==> config.mk <==
export PLATFORM = sky130hd
export DESIGN_NAME = mem_req_arbiter_flat
export DESIGN_NICKNAME = d
export VERILOG_FILES = /design/src/rtl/mem_req_arbiter_pkg.sv /design/src/rtl/mem_req_arbiter_if.sv /design/src/rtl/mem_req_arbiter_resp_owner_fifo.sv /design/src/rtl/mem_req_arbiter.sv /design/src/flat_wrapper.sv
export SDC_FILE = /design/constraint.sdc
export NUM_CORES = 1
export LEC_CHECK = 0
export CAP_MARGIN = 15
export CORE_AREA = 2 2 105 107
export CTS_BUF_LIST = sky130_fd_sc_hd__clkbuf_8 sky130_fd_sc_hd__clkbuf_16
export DETAILED_ROUTE_END_ITERATION = 7
export DIE_AREA = 0 0 107 109
export SLEW_MARGIN = 20
export SYNTH_ARGS = -nofsm -noshare
export SYNTH_HDL_FRONTEND = slang
export SYNTH_SLANG_ARGS = --single-unit
==> constraint.sdc <==
create_clock -name clk -period 3.31 [get_ports clk]
set_input_delay 0.331 -clock clk [delete_from_list [all_inputs] [get_ports clk]]
set_output_delay 0.331 -clock clk [all_outputs]
set_load 0.05 [all_outputs]
==> src/rtl/mem_req_arbiter_pkg.sv <==
// Shared constants and types for the instruction/data memory request arbiter.
package mem_req_arbiter_pkg;

    localparam int CPU_INST_BITS          = 32;
    localparam int CPU_ADDR_BITS          = 32;
    localparam int DEFAULT_WORD_ADDR_BITS = CPU_ADDR_BITS - $clog2(CPU_INST_BITS / 8);
    localparam int STARVE_CNT_BITS        = 4;
    localparam int WRITE_EN_BITS          = 4;

    // Which port owns an outstanding read; stored one bit per FIFO entry.
    typedef enum logic {
        OWNER_I = 1'b0,
        OWNER_D = 1'b1
    } owner_e;

    function automatic logic is_read(input logic [WRITE_EN_BITS-1:0] write_en);
        return write_en == '0;
    endfunction

endpackage

==> src/rtl/mem_req_arbiter_if.sv <==
// Bundle of the fetch, data and memory-side channels seen by the arbiter.
interface mem_req_arbiter_if
    import mem_req_arbiter_pkg::*;
#(
    parameter int CPU_WIDTH      = CPU_INST_BITS,
    parameter int WORD_ADDR_BITS = DEFAULT_WORD_ADDR_BITS
);

    logic                      imem_req_valid;
    logic                      imem_req_ready;
    logic [WORD_ADDR_BITS-1:0] imem_req_addr;
    logic                      imem_resp_valid;
    logic [CPU_WIDTH-1:0]      imem_resp_data;

    logic                      dmem_req_valid;
    logic                      dmem_req_ready;
    logic [WORD_ADDR_BITS-1:0] dmem_req_addr;
    logic [CPU_WIDTH-1:0]      dmem_req_data;
    logic [WRITE_EN_BITS-1:0]  dmem_req_write;
    logic                      dmem_resp_valid;
    logic [CPU_WIDTH-1:0]      dmem_resp_data;

    logic                      mem_req_valid;
    logic                      mem_req_ready;
    logic [WORD_ADDR_BITS-1:0] mem_req_addr;
    logic [CPU_WIDTH-1:0]      mem_req_data;
    logic [WRITE_EN_BITS-1:0]  mem_req_write;
    logic                      mem_resp_valid;
    logic [CPU_WIDTH-1:0]      mem_resp_data;

    // Arbiter view.
    modport slave (
        input  imem_req_valid, imem_req_addr,
        output imem_req_ready, imem_resp_valid, imem_resp_data,
        input  dmem_req_valid, dmem_req_addr, dmem_req_data, dmem_req_write,
        output dmem_req_ready, dmem_resp_valid, dmem_resp_data,
        output mem_req_valid, mem_req_addr, mem_req_data, mem_req_write,
        input  mem_req_ready, mem_resp_valid, mem_resp_data
    );

    // Environment view: CPU ports plus memory.
    modport master (
        output imem_req_valid, imem_req_addr,
        input  imem_req_ready, imem_resp_valid, imem_resp_data,
        output dmem_req_valid, dmem_req_addr, dmem_req_data, dmem_req_write,
        input  dmem_req_ready, dmem_resp_valid, dmem_resp_data,
        input  mem_req_valid, mem_req_addr, mem_req_data, mem_req_write,
        output mem_req_ready, mem_resp_valid, mem_resp_data
    );

endinterface

==> src/rtl/mem_req_arbiter_resp_owner_fifo.sv <==
// Small FIFO recording the owner of each outstanding read, head visible combinationally.
module resp_owner_fifo #(
    parameter int DEPTH = 2,
    parameter int WIDTH = 1,
    localparam int CNT_W = $clog2(DEPTH + 1)
) (
    input  logic             clk,
    input  logic             reset,
    input  logic             push,
    input  logic [WIDTH-1:0] push_data,
    input  logic             pop,
    output logic [WIDTH-1:0] head,
    output logic [CNT_W-1:0] count,
    output logic             full,
    output logic             empty
);

    localparam int PTR_W = (DEPTH > 1) ? $clog2(DEPTH) : 1;

    logic [WIDTH-1:0] mem_reg [DEPTH];
    logic [PTR_W-1:0] wr_ptr_reg, rd_ptr_reg;
    logic [CNT_W-1:0] count_reg;
    logic             do_push, do_pop;

    function automatic logic [PTR_W-1:0] next_ptr(input logic [PTR_W-1:0] ptr);
        return (ptr == PTR_W'(DEPTH - 1)) ? '0 : ptr + PTR_W'(1);
    endfunction

    always_comb begin
        empty   = (count_reg == '0);
        full    = (count_reg == CNT_W'(DEPTH));
        do_pop  = pop && !empty;
        // A full FIFO still accepts a push when the head leaves in the same cycle.
        do_push = push && (!full || do_pop);
        head    = mem_reg[rd_ptr_reg];
        count   = count_reg;
    end

    always_ff @(posedge clk) begin
        if (do_push) begin
            mem_reg[wr_ptr_reg] <= push_data;
        end
    end

    always_ff @(posedge clk or posedge reset) begin
        if (reset) begin
            wr_ptr_reg <= '0;
            rd_ptr_reg <= '0;
            count_reg  <= '0;
        end else begin
            if (do_push) wr_ptr_reg <= next_ptr(wr_ptr_reg);
            if (do_pop)  rd_ptr_reg <= next_ptr(rd_ptr_reg);
            case ({do_push, do_pop})
                2'b10:   count_reg <= count_reg + CNT_W'(1);
                2'b01:   count_reg <= count_reg - CNT_W'(1);
                default: count_reg <= count_reg;
            endcase
        end
    end

endmodule

==> src/rtl/mem_req_arbiter.sv <==
// Merges fetch and data ports onto one memory channel, data first with bounded fetch starvation,
// and routes in-order read responses back to the requesting port.
module mem_req_arbiter
    import mem_req_arbiter_pkg::*;
#(
    parameter int CPU_WIDTH       = CPU_INST_BITS,
    parameter int WORD_ADDR_BITS  = DEFAULT_WORD_ADDR_BITS,
    parameter int STARVE_LIMIT    = 4,
    parameter int MAX_OUTSTANDING = 2
) (
    input  logic               clk,
    input  logic               reset,
    mem_req_arbiter_if.slave   bus,
    output logic               err_spurious
);

    localparam int CNT_W = $clog2(MAX_OUTSTANDING + 1);
    localparam logic [STARVE_CNT_BITS-1:0] STARVE_MAX = STARVE_CNT_BITS'(STARVE_LIMIT);

    logic [CNT_W-1:0]           owner_count;
    logic                       owner_full, owner_empty, owner_push, owner_pop;
    logic [0:0]                 owner_in, owner_head;
    logic                       can_read, d_is_read;
    logic                       elig_i, elig_d, grant_i, grant_d, fire_i, fire_d;
    logic [WORD_ADDR_BITS-1:0]  req_addr;
    logic [CPU_WIDTH-1:0]       req_data, resp_data;
    logic [STARVE_CNT_BITS-1:0] starve_cnt_reg, starve_cnt_next;
    logic                       err_spurious_reg;

    resp_owner_fifo #(
        .DEPTH (MAX_OUTSTANDING),
        .WIDTH (1)
    ) u_owner_fifo (
        .clk       (clk),
        .reset     (reset),
        .push      (owner_push),
        .push_data (owner_in),
        .pop       (owner_pop),
        .head      (owner_head),
        .count     (owner_count),
        .full      (owner_full),
        .empty     (owner_empty)
    );

    always_comb begin
        d_is_read = is_read(bus.dmem_req_write);
        // A response retiring this cycle frees a slot for a same-cycle read.
        can_read  = (owner_count < CNT_W'(MAX_OUTSTANDING)) || (bus.mem_resp_valid && !owner_empty);
        elig_i    = !reset && bus.imem_req_valid && can_read;
        elig_d    = !reset && bus.dmem_req_valid && (!d_is_read || can_read);
        grant_i   = elig_i && (!elig_d || starve_cnt_reg == STARVE_MAX);
        grant_d   = elig_d && !grant_i;
        fire_i    = grant_i && bus.mem_req_ready;
        fire_d    = grant_d && bus.mem_req_ready;

        owner_pop  = bus.mem_resp_valid && !owner_empty;
        owner_push = (fire_i || (fire_d && d_is_read)) && (!owner_full || owner_pop);
        owner_in   = fire_i ? 1'(OWNER_I) : 1'(OWNER_D);

        req_addr  = grant_d ? bus.dmem_req_addr : (grant_i ? bus.imem_req_addr : '0);
        req_data  = grant_d ? bus.dmem_req_data : '0;
        resp_data = reset ? '0 : bus.mem_resp_data;

        bus.mem_req_valid   = grant_i || grant_d;
        bus.mem_req_addr    = req_addr;
        bus.mem_req_data    = req_data;
        bus.mem_req_write   = grant_d ? bus.dmem_req_write : '0;
        bus.imem_req_ready  = fire_i;
        bus.dmem_req_ready  = fire_d;
        bus.imem_resp_valid = !reset && owner_pop && (owner_head == 1'(OWNER_I));
        bus.dmem_resp_valid = !reset && owner_pop && (owner_head == 1'(OWNER_D));
        bus.imem_resp_data  = resp_data;
        bus.dmem_resp_data  = resp_data;

        // Counts data wins against a waiting fetch; any fetch win or idle fetch resets it.
        starve_cnt_next = starve_cnt_reg;
        if (!bus.imem_req_valid || fire_i) begin
            starve_cnt_next = '0;
        end else if (fire_d && starve_cnt_reg != STARVE_MAX) begin
            starve_cnt_next = starve_cnt_reg + STARVE_CNT_BITS'(1);
        end
    end

    always_ff @(posedge clk or posedge reset) begin
        if (reset) begin
            starve_cnt_reg   <= '0;
            err_spurious_reg <= 1'b0;
        end else begin
            starve_cnt_reg   <= starve_cnt_next;
            err_spurious_reg <= err_spurious_reg || (bus.mem_resp_valid && owner_empty);
        end
    end

    assign err_spurious = err_spurious_reg;

endmodule

==> src/flat_wrapper.sv <==
// flat-port wrapper written by rule: the top's interface ports become plain ports
module mem_req_arbiter_flat import mem_req_arbiter_pkg::*;
#(
    parameter int CPU_WIDTH       = CPU_INST_BITS,
    parameter int WORD_ADDR_BITS  = DEFAULT_WORD_ADDR_BITS,
    parameter int STARVE_LIMIT    = 4,
    parameter int MAX_OUTSTANDING = 2
)
  (clk, reset, err_spurious, bus_imem_req_valid, bus_imem_req_addr, bus_imem_req_ready, bus_imem_resp_valid, bus_imem_resp_data, bus_dmem_req_valid, bus_dmem_req_addr, bus_dmem_req_data, bus_dmem_req_write, bus_dmem_req_ready, bus_dmem_resp_valid, bus_dmem_resp_data, bus_mem_req_valid, bus_mem_req_addr, bus_mem_req_data, bus_mem_req_write, bus_mem_req_ready, bus_mem_resp_valid, bus_mem_resp_data);
  mem_req_arbiter_if #(.CPU_WIDTH(CPU_WIDTH), .WORD_ADDR_BITS(WORD_ADDR_BITS)) bus_i ();
  input  logic clk;
  input  logic reset;
  output logic err_spurious;
  input wire logic [$bits(bus_i.imem_req_valid)-1:0] bus_imem_req_valid;
  input wire logic [$bits(bus_i.imem_req_addr)-1:0] bus_imem_req_addr;
  output wire logic [$bits(bus_i.imem_req_ready)-1:0] bus_imem_req_ready;
  output wire logic [$bits(bus_i.imem_resp_valid)-1:0] bus_imem_resp_valid;
  output wire logic [$bits(bus_i.imem_resp_data)-1:0] bus_imem_resp_data;
  input wire logic [$bits(bus_i.dmem_req_valid)-1:0] bus_dmem_req_valid;
  input wire logic [$bits(bus_i.dmem_req_addr)-1:0] bus_dmem_req_addr;
  input wire logic [$bits(bus_i.dmem_req_data)-1:0] bus_dmem_req_data;
  input wire logic [$bits(bus_i.dmem_req_write)-1:0] bus_dmem_req_write;
  output wire logic [$bits(bus_i.dmem_req_ready)-1:0] bus_dmem_req_ready;
  output wire logic [$bits(bus_i.dmem_resp_valid)-1:0] bus_dmem_resp_valid;
  output wire logic [$bits(bus_i.dmem_resp_data)-1:0] bus_dmem_resp_data;
  output wire logic [$bits(bus_i.mem_req_valid)-1:0] bus_mem_req_valid;
  output wire logic [$bits(bus_i.mem_req_addr)-1:0] bus_mem_req_addr;
  output wire logic [$bits(bus_i.mem_req_data)-1:0] bus_mem_req_data;
  output wire logic [$bits(bus_i.mem_req_write)-1:0] bus_mem_req_write;
  input wire logic [$bits(bus_i.mem_req_ready)-1:0] bus_mem_req_ready;
  input wire logic [$bits(bus_i.mem_resp_valid)-1:0] bus_mem_resp_valid;
  input wire logic [$bits(bus_i.mem_resp_data)-1:0] bus_mem_resp_data;
  assign bus_i.imem_req_valid = bus_imem_req_valid;
  assign bus_i.imem_req_addr = bus_imem_req_addr;
  assign bus_imem_req_ready = bus_i.imem_req_ready;
  assign bus_imem_resp_valid = bus_i.imem_resp_valid;
  assign bus_imem_resp_data = bus_i.imem_resp_data;
  assign bus_i.dmem_req_valid = bus_dmem_req_valid;
  assign bus_i.dmem_req_addr = bus_dmem_req_addr;
  assign bus_i.dmem_req_data = bus_dmem_req_data;
  assign bus_i.dmem_req_write = bus_dmem_req_write;
  assign bus_dmem_req_ready = bus_i.dmem_req_ready;
  assign bus_dmem_resp_valid = bus_i.dmem_resp_valid;
  assign bus_dmem_resp_data = bus_i.dmem_resp_data;
  assign bus_mem_req_valid = bus_i.mem_req_valid;
  assign bus_mem_req_addr = bus_i.mem_req_addr;
  assign bus_mem_req_data = bus_i.mem_req_data;
  assign bus_mem_req_write = bus_i.mem_req_write;
  assign bus_i.mem_req_ready = bus_mem_req_ready;
  assign bus_i.mem_resp_valid = bus_mem_resp_valid;
  assign bus_i.mem_resp_data = bus_mem_resp_data;
  mem_req_arbiter #(.CPU_WIDTH(CPU_WIDTH), .WORD_ADDR_BITS(WORD_ADDR_BITS), .STARVE_LIMIT(STARVE_LIMIT), .MAX_OUTSTANDING(MAX_OUTSTANDING)) u_core (.clk(clk), .reset(reset), .bus(bus_i), .err_spurious(err_spurious));
endmodule
After elaboration in Yosys (flattened, before gate mapping). Memories as Yosys holds them, arrays and structs flattened. Index checks and enable logic that the tools add are counted.

Bits in registers: 9. Bits in latches: 0. Bits in writable memories: 2. Memory bits (read-only): 0. Input bits: 134. Output and inout bits: 136. Memories kept: 1.

Add/subtract/negate cells: 5. Multipliers: 0. Div/mod/pow operators: 0. Magnitude comparators: 1. Equal/unequal tests: 5. Shift-type cells: 0. Muxes and demuxes: 13. Bitwise operators: 1. Reduce and logical (&&, ||, !) cells: 38.

Memories: u_core.u_owner_fifo.mem_reg (depth 2, bits a word 1, read ports 1, clocked after Yosys merged registers in 0, wr ports 1, line mem_req_arbiter_resp_owner_fifo.sv:20) `logic [WIDTH-1:0] mem_reg [DEPTH];`.

Operators by type and width (number): 32-bit 2-to-1 mux (2); 30-bit 2-to-1 mux (2); 1-bit logical AND (18); 4-bit 2-to-1 mux (3); 1-bit logical OR (9); 1-bit zero test (7); 1-bit 2-to-1 mux (5); 4-bit by 1-bit adder with 4-bit output, second input constant (1); 2-bit == test, second input constant (2); 4-bit by 3-bit == test with 1-bit output, second input constant (1); 4-bit zero test (1); 4-bit by 3-bit != test with 1-bit output, second input constant (1); 2-bit one-hot mux with 2 select lines (1); 2-bit nonzero test (2); 1-bit adder, second input constant (2); 2-bit by 1-bit adder with 2-bit output, second input constant (1); 2-bit by 1-bit == test with 1-bit output, second input constant (1); 2-bit zero test (1); 2-bit < comparator, second input constant (1); 2-bit by 1-bit subtractor with 2-bit output, second input constant (1); 1-bit NOT (1).

Depth between registers and ports, before layout. Gate-level depths: netlist (run 1).

Word-level depth: 18. Gate-level depth with buffers: 9.

Hierarchy. Synthesis (run 1) repeated with hierarchy kept, for this count alone.

Cell total of the unflattened synthesis: 234. Area total of the unflattened synthesis: 1813.0 um^2.

By module, submodules not included: mem_req_arbiter (instances 1, cells each 206, area each 1515.2 um^2, sequential area each 125.1 um^2); resp_owner_fifo (instances 1, cells each 28, area each 297.8 um^2, sequential area each 160.2 um^2).

Least setup slack after synthesis (run 1). Ideal clock, no wire load.

Path type: register to output. Start: register u_core.starve_cnt_reg[0]. End: output bus_mem_req_addr[0]. Arrival: 2.039 ns. Required time: 2.979 ns. Slack: 0.940 ns. Cell stages (with the launch flop): 7. Path through: dfrtp_1 > inv_1 > ha_1 > nand3b_1 > a2111oi_2 > clkbuf_1 > a22o_1.

Cells in the longest elaborated chain, start to end: 6.

RTL lines: start: declaration (line mem_req_arbiter.sv:27) `logic [STARVE_CNT_BITS-1:0] starve_cnt_reg, starve_cnt_next;`; start signal: assignment (line mem_req_arbiter.sv:89) `starve_cnt_reg <= starve_cnt_next;`; 4-bit by 3-bit == test with 1-bit output (*) (line mem_req_arbiter.sv:51) `grant_i = elig_i && (!elig_d || starve_cnt_reg == STARVE_MAX);`; 1-bit logical OR (*) (line mem_req_arbiter.sv:51); 1-bit logical AND (*) (line mem_req_arbiter.sv:51); 1-bit zero test (line mem_req_arbiter.sv:52) `grant_d = elig_d && !grant_i;`; 1-bit logical AND (line mem_req_arbiter.sv:52); 30-bit 2-to-1 mux (*) (line mem_req_arbiter.sv:60) `req_addr = grant_d ? bus.dmem_req_addr : (grant_i ? bus.imem_req_addr : '0);`; end: declaration (line flat_wrapper.sv:27) `output wire logic [$bits(bus_i.mem_req_addr)-1:0] bus_mem_req_addr;`.

Mark *: on every way between the ends. The rest lies on a longest branch, timed or not.

Worst setup path in the final report (run 1).
Start: input bus_dmem_req_valid. End: output bus_mem_req_data[10].

Cells in the longest elaborated chain, start to end: 8.

RTL lines: start: declaration (line flat_wrapper.sv:19) `input wire logic [$bits(bus_i.dmem_req_valid)-1:0] bus_dmem_req_valid;`; 1-bit logical AND (*) (2 in a row) (line mem_req_arbiter.sv:50) `elig_d = !reset && bus.dmem_req_valid && (!d_is_read || can_read);`; 1-bit zero test (line mem_req_arbiter.sv:51); 1-bit logical OR (line mem_req_arbiter.sv:51); 1-bit logical AND (line mem_req_arbiter.sv:51); 1-bit zero test (line mem_req_arbiter.sv:52); 1-bit logical AND (*) (line mem_req_arbiter.sv:52); 32-bit 2-to-1 mux (*) (line mem_req_arbiter.sv:61) `req_data = grant_d ? bus.dmem_req_data : '0;`; end: declaration (line flat_wrapper.sv:28) `output wire logic [$bits(bus_i.mem_req_data)-1:0] bus_mem_req_data;`.

Marks and branches as above.

==> reports/summary.txt, run 1 <==
Status - completed
Worst skew pair latency - 230 ps
Worst-case clock buffer depth - 2
# DRC - 0
Drt wl/cell - 17.3 um
Cell taking the most area after synthesis - a22o_1
Total wire length - 10.1 mm
HPWL Detailed - 8.67 mm
ANT nets after route - 0
Synth top area share - 15.5%
Commonest cells post-synth - and2_1, nor2b_1, buf_4
Initial Util - 16.0%
Total grt overflow - 0
Pleak - 2.08 nW
Setup Viol. Count Final - 0
HP Class - reg -> reg
Max Cap Violations - 0
Chip height - 109 um
Max rail drop VDD - 197 uV
Post-route minimum period - 3040 ps
Largest cells by area after synthesis - a22o_1, buf_4, and2_1
Post-synth EDFFs - 2
Async S/R FF share, synth - 81.8%
Slew Viols, Final - 0
Synth Flop Type - dfrtp_1
Peak Freq - 0.329 GHz
Final period utilization - 91.9%
Via density - 4.07
Area growth syn-to-layout - 187%
PwrDens - 273 nW/um^2
Tightest Pin Transition - 1010 ps
Via count - 2381
Postcts setup bufs - 0
Pre-antenna DRT Iters - 4
Placed Area - 4830 um^2
CTS Sinks - 11
Horiz. Die Dim - 107 um
Critical path class - in -> out
Antenna violations before repair - 0
Reg2Reg Setup Slack - 1010 ps
PostCTS Resize Cnt - 0
Worst EP arrival - 2710 ps
Worst setup slack after layout - 269 ps
Nets@finish - 583
Detailed Route Iter0 Violations - 135
Die area - 11700 um^2
Syn_area_per_cell - 8.04 um^2
WP data required - 2980 ps
Number of synthesized register bits - 11
PortBufs - 269
GP Congestion - 0.780
Clk slew on worst S/H paths - 50 ps
CP max FO - 40
Type of element capturing the critical path - primary output
Core Util, Final - 46.0%
Unrepaired setup endpoints after global routing - no
Hold buffers post-CTS - 0
Share of cells above drive strength 1 - 33.7%
First-pass GRT wire length - 14.0 mm
Mapped Area - 1700 um^2
TritonCTS clock tree - built
Vias in the first global route - 2322
Largest register FFs - 4
Finished Cell Area - 4880 um^2
Syn Inst Count - 211
Final hold slack - 502 ps
Worst Skew - 6.99 ps
Core footprint - 10600 um^2
CTS Buf Count - 3
Site row count - 38
Cell with the most instances after synthesis - and2_1
Post-synthesis sequential area ratio - 16.8%
Syn nets - 348
Dpl ws - 230 ps
Largest net degree at the start of global routing - 41
Global-route usage over all layers - 15.6%
Slew Limit Headroom - 32.8%
Startpoint Class - input port
Fin Setup TNS - 0 ps
Root Driver - clkbuf_8
Cell variety after synth - 32
Yosys warnings - 0
H-tree depth - 1
Final hold violation count - 0
I/O Pins - 270
Ant diodes - 0
[stage by stage]
step | std cells | power (mW)
after CTS | 585 | 1.34
final | 585 | 1.33
after detailed placement | 581 | 1.21
after global routing | 585 | 1.39
after global placement | 581 | 1.20
after floorplan | 211 | 0.733
[logic make-up after synthesis]
kind of cell    Yosys count  synth area share, %
fa+ha+maj                 3                 2.21
buf+inv                  54                 20.9
flops                    11                 16.8
mux                       3                 1.77
simple gates             93                 33.0
xor+xnor                  6                 3.10
compound gates           41                 22.2
[report_power, final]
part | internal (mW) | leakage (nW) | switching (mW)
registers | 0.167 | 0.128 | 0.0282
clock network | 0.0824 | 0.0255 | 0.0467
logic | 0.467 | 1.93 | 0.538
total | 0.716 | 2.08 | 0.613
[layout by cell type, fill, tap and decap left out, types with 3 or more instances in the layout]
master,instances
buf_12,69
ha_1,3
nor2_1,8
clkbuf_8,3
mux2i_1,3
nor4_1,3
clkdlybuf4s50_1,134
dfrtp_1,9
xnor2_1,6
nor2b_1,33
buf_4,73
inv_1,8
and2_1,37
nand2_1,4
a22o_1,30
[layout make-up]
class / count / area (um^2)
Tap cell: 140 / 175
Sequential cell: 11 / 285
Inverter: 8 / 30.0
Clock buffer: 3 / 41.3
Clock inverter: 1 / 5.00
Fill cell: 967 / 5730
Timing Repair Buffer: 276 / 3270
Multi-Input combinational cell: 146 / 1070
[path summary, 6_finish.rpt]
kind | startpoint | cells after the start | end
worst max-delay path | bus_dmem_req_valid | 6 | bus_mem_req_data[10]
worst min-delay path | u_core.u_owner_fifo.rd_ptr_reg | 1 | u_core.u_owner_fifo.rd_ptr_reg
worst max register to register | u_core.starve_cnt_reg[0] | 8 | u_core.u_owner_fifo.count[1]
worst min register to register | u_core.u_owner_fifo.rd_ptr_reg | 1 | u_core.u_owner_fifo.rd_ptr_reg
max in group asynchronous | reset | 3 | u_core.starve_cnt_reg[3]
min in group asynchronous | reset | 3 | u_core.u_owner_fifo.wr_ptr_reg
[worst max-delay path, stage by stage]
cell and delay, ps:
clkdlybuf4s50_1 640, o311ai_4 190, a31oi_4 820, buf_4 340
and2_1 220, buf_12 150
[routing by layer]
metal	wire (um)	share of wire, %	track usage (%)	vias to the layer above
met1	4040	40	19.5	1111
li1	-	-	-	1157
met2	5260	52	28.5	111
met4	12	0.12	1.39	0
met5	0	0	0	-
met3	792	7.8	3.35	2
Power figures use the tool's default switching activity.
==> run 2: changes to the inputs <==
--- a/config.mk
+++ b/config.mk
@@ -8,6 +8,7 @@
 export CAP_MARGIN = 15
 export CORE_AREA = 2 2 105 107
 export CTS_BUF_LIST = sky130_fd_sc_hd__clkbuf_8 sky130_fd_sc_hd__clkbuf_16
+export CTS_CLUSTER_SIZE = 28
 export DETAILED_ROUTE_END_ITERATION = 7
 export DIE_AREA = 0 0 107 109
 export SLEW_MARGIN = 20
==> results of run 2 <==
No change in the layout: final DEF, timing and power equal those of run 1.
==> run 3: changes to the inputs <==
--- a/config.mk
+++ b/config.mk
@@ -11,6 +11,7 @@
 export CTS_CLUSTER_SIZE = 28
 export DETAILED_ROUTE_END_ITERATION = 7
 export DIE_AREA = 0 0 107 109
+export SKIP_LAST_GASP = 1
 export SLEW_MARGIN = 20
 export SYNTH_ARGS = -nofsm -noshare
 export SYNTH_HDL_FRONTEND = slang
==> results of run 3 <==
No change in the layout: final DEF, timing and power equal those of run 1.
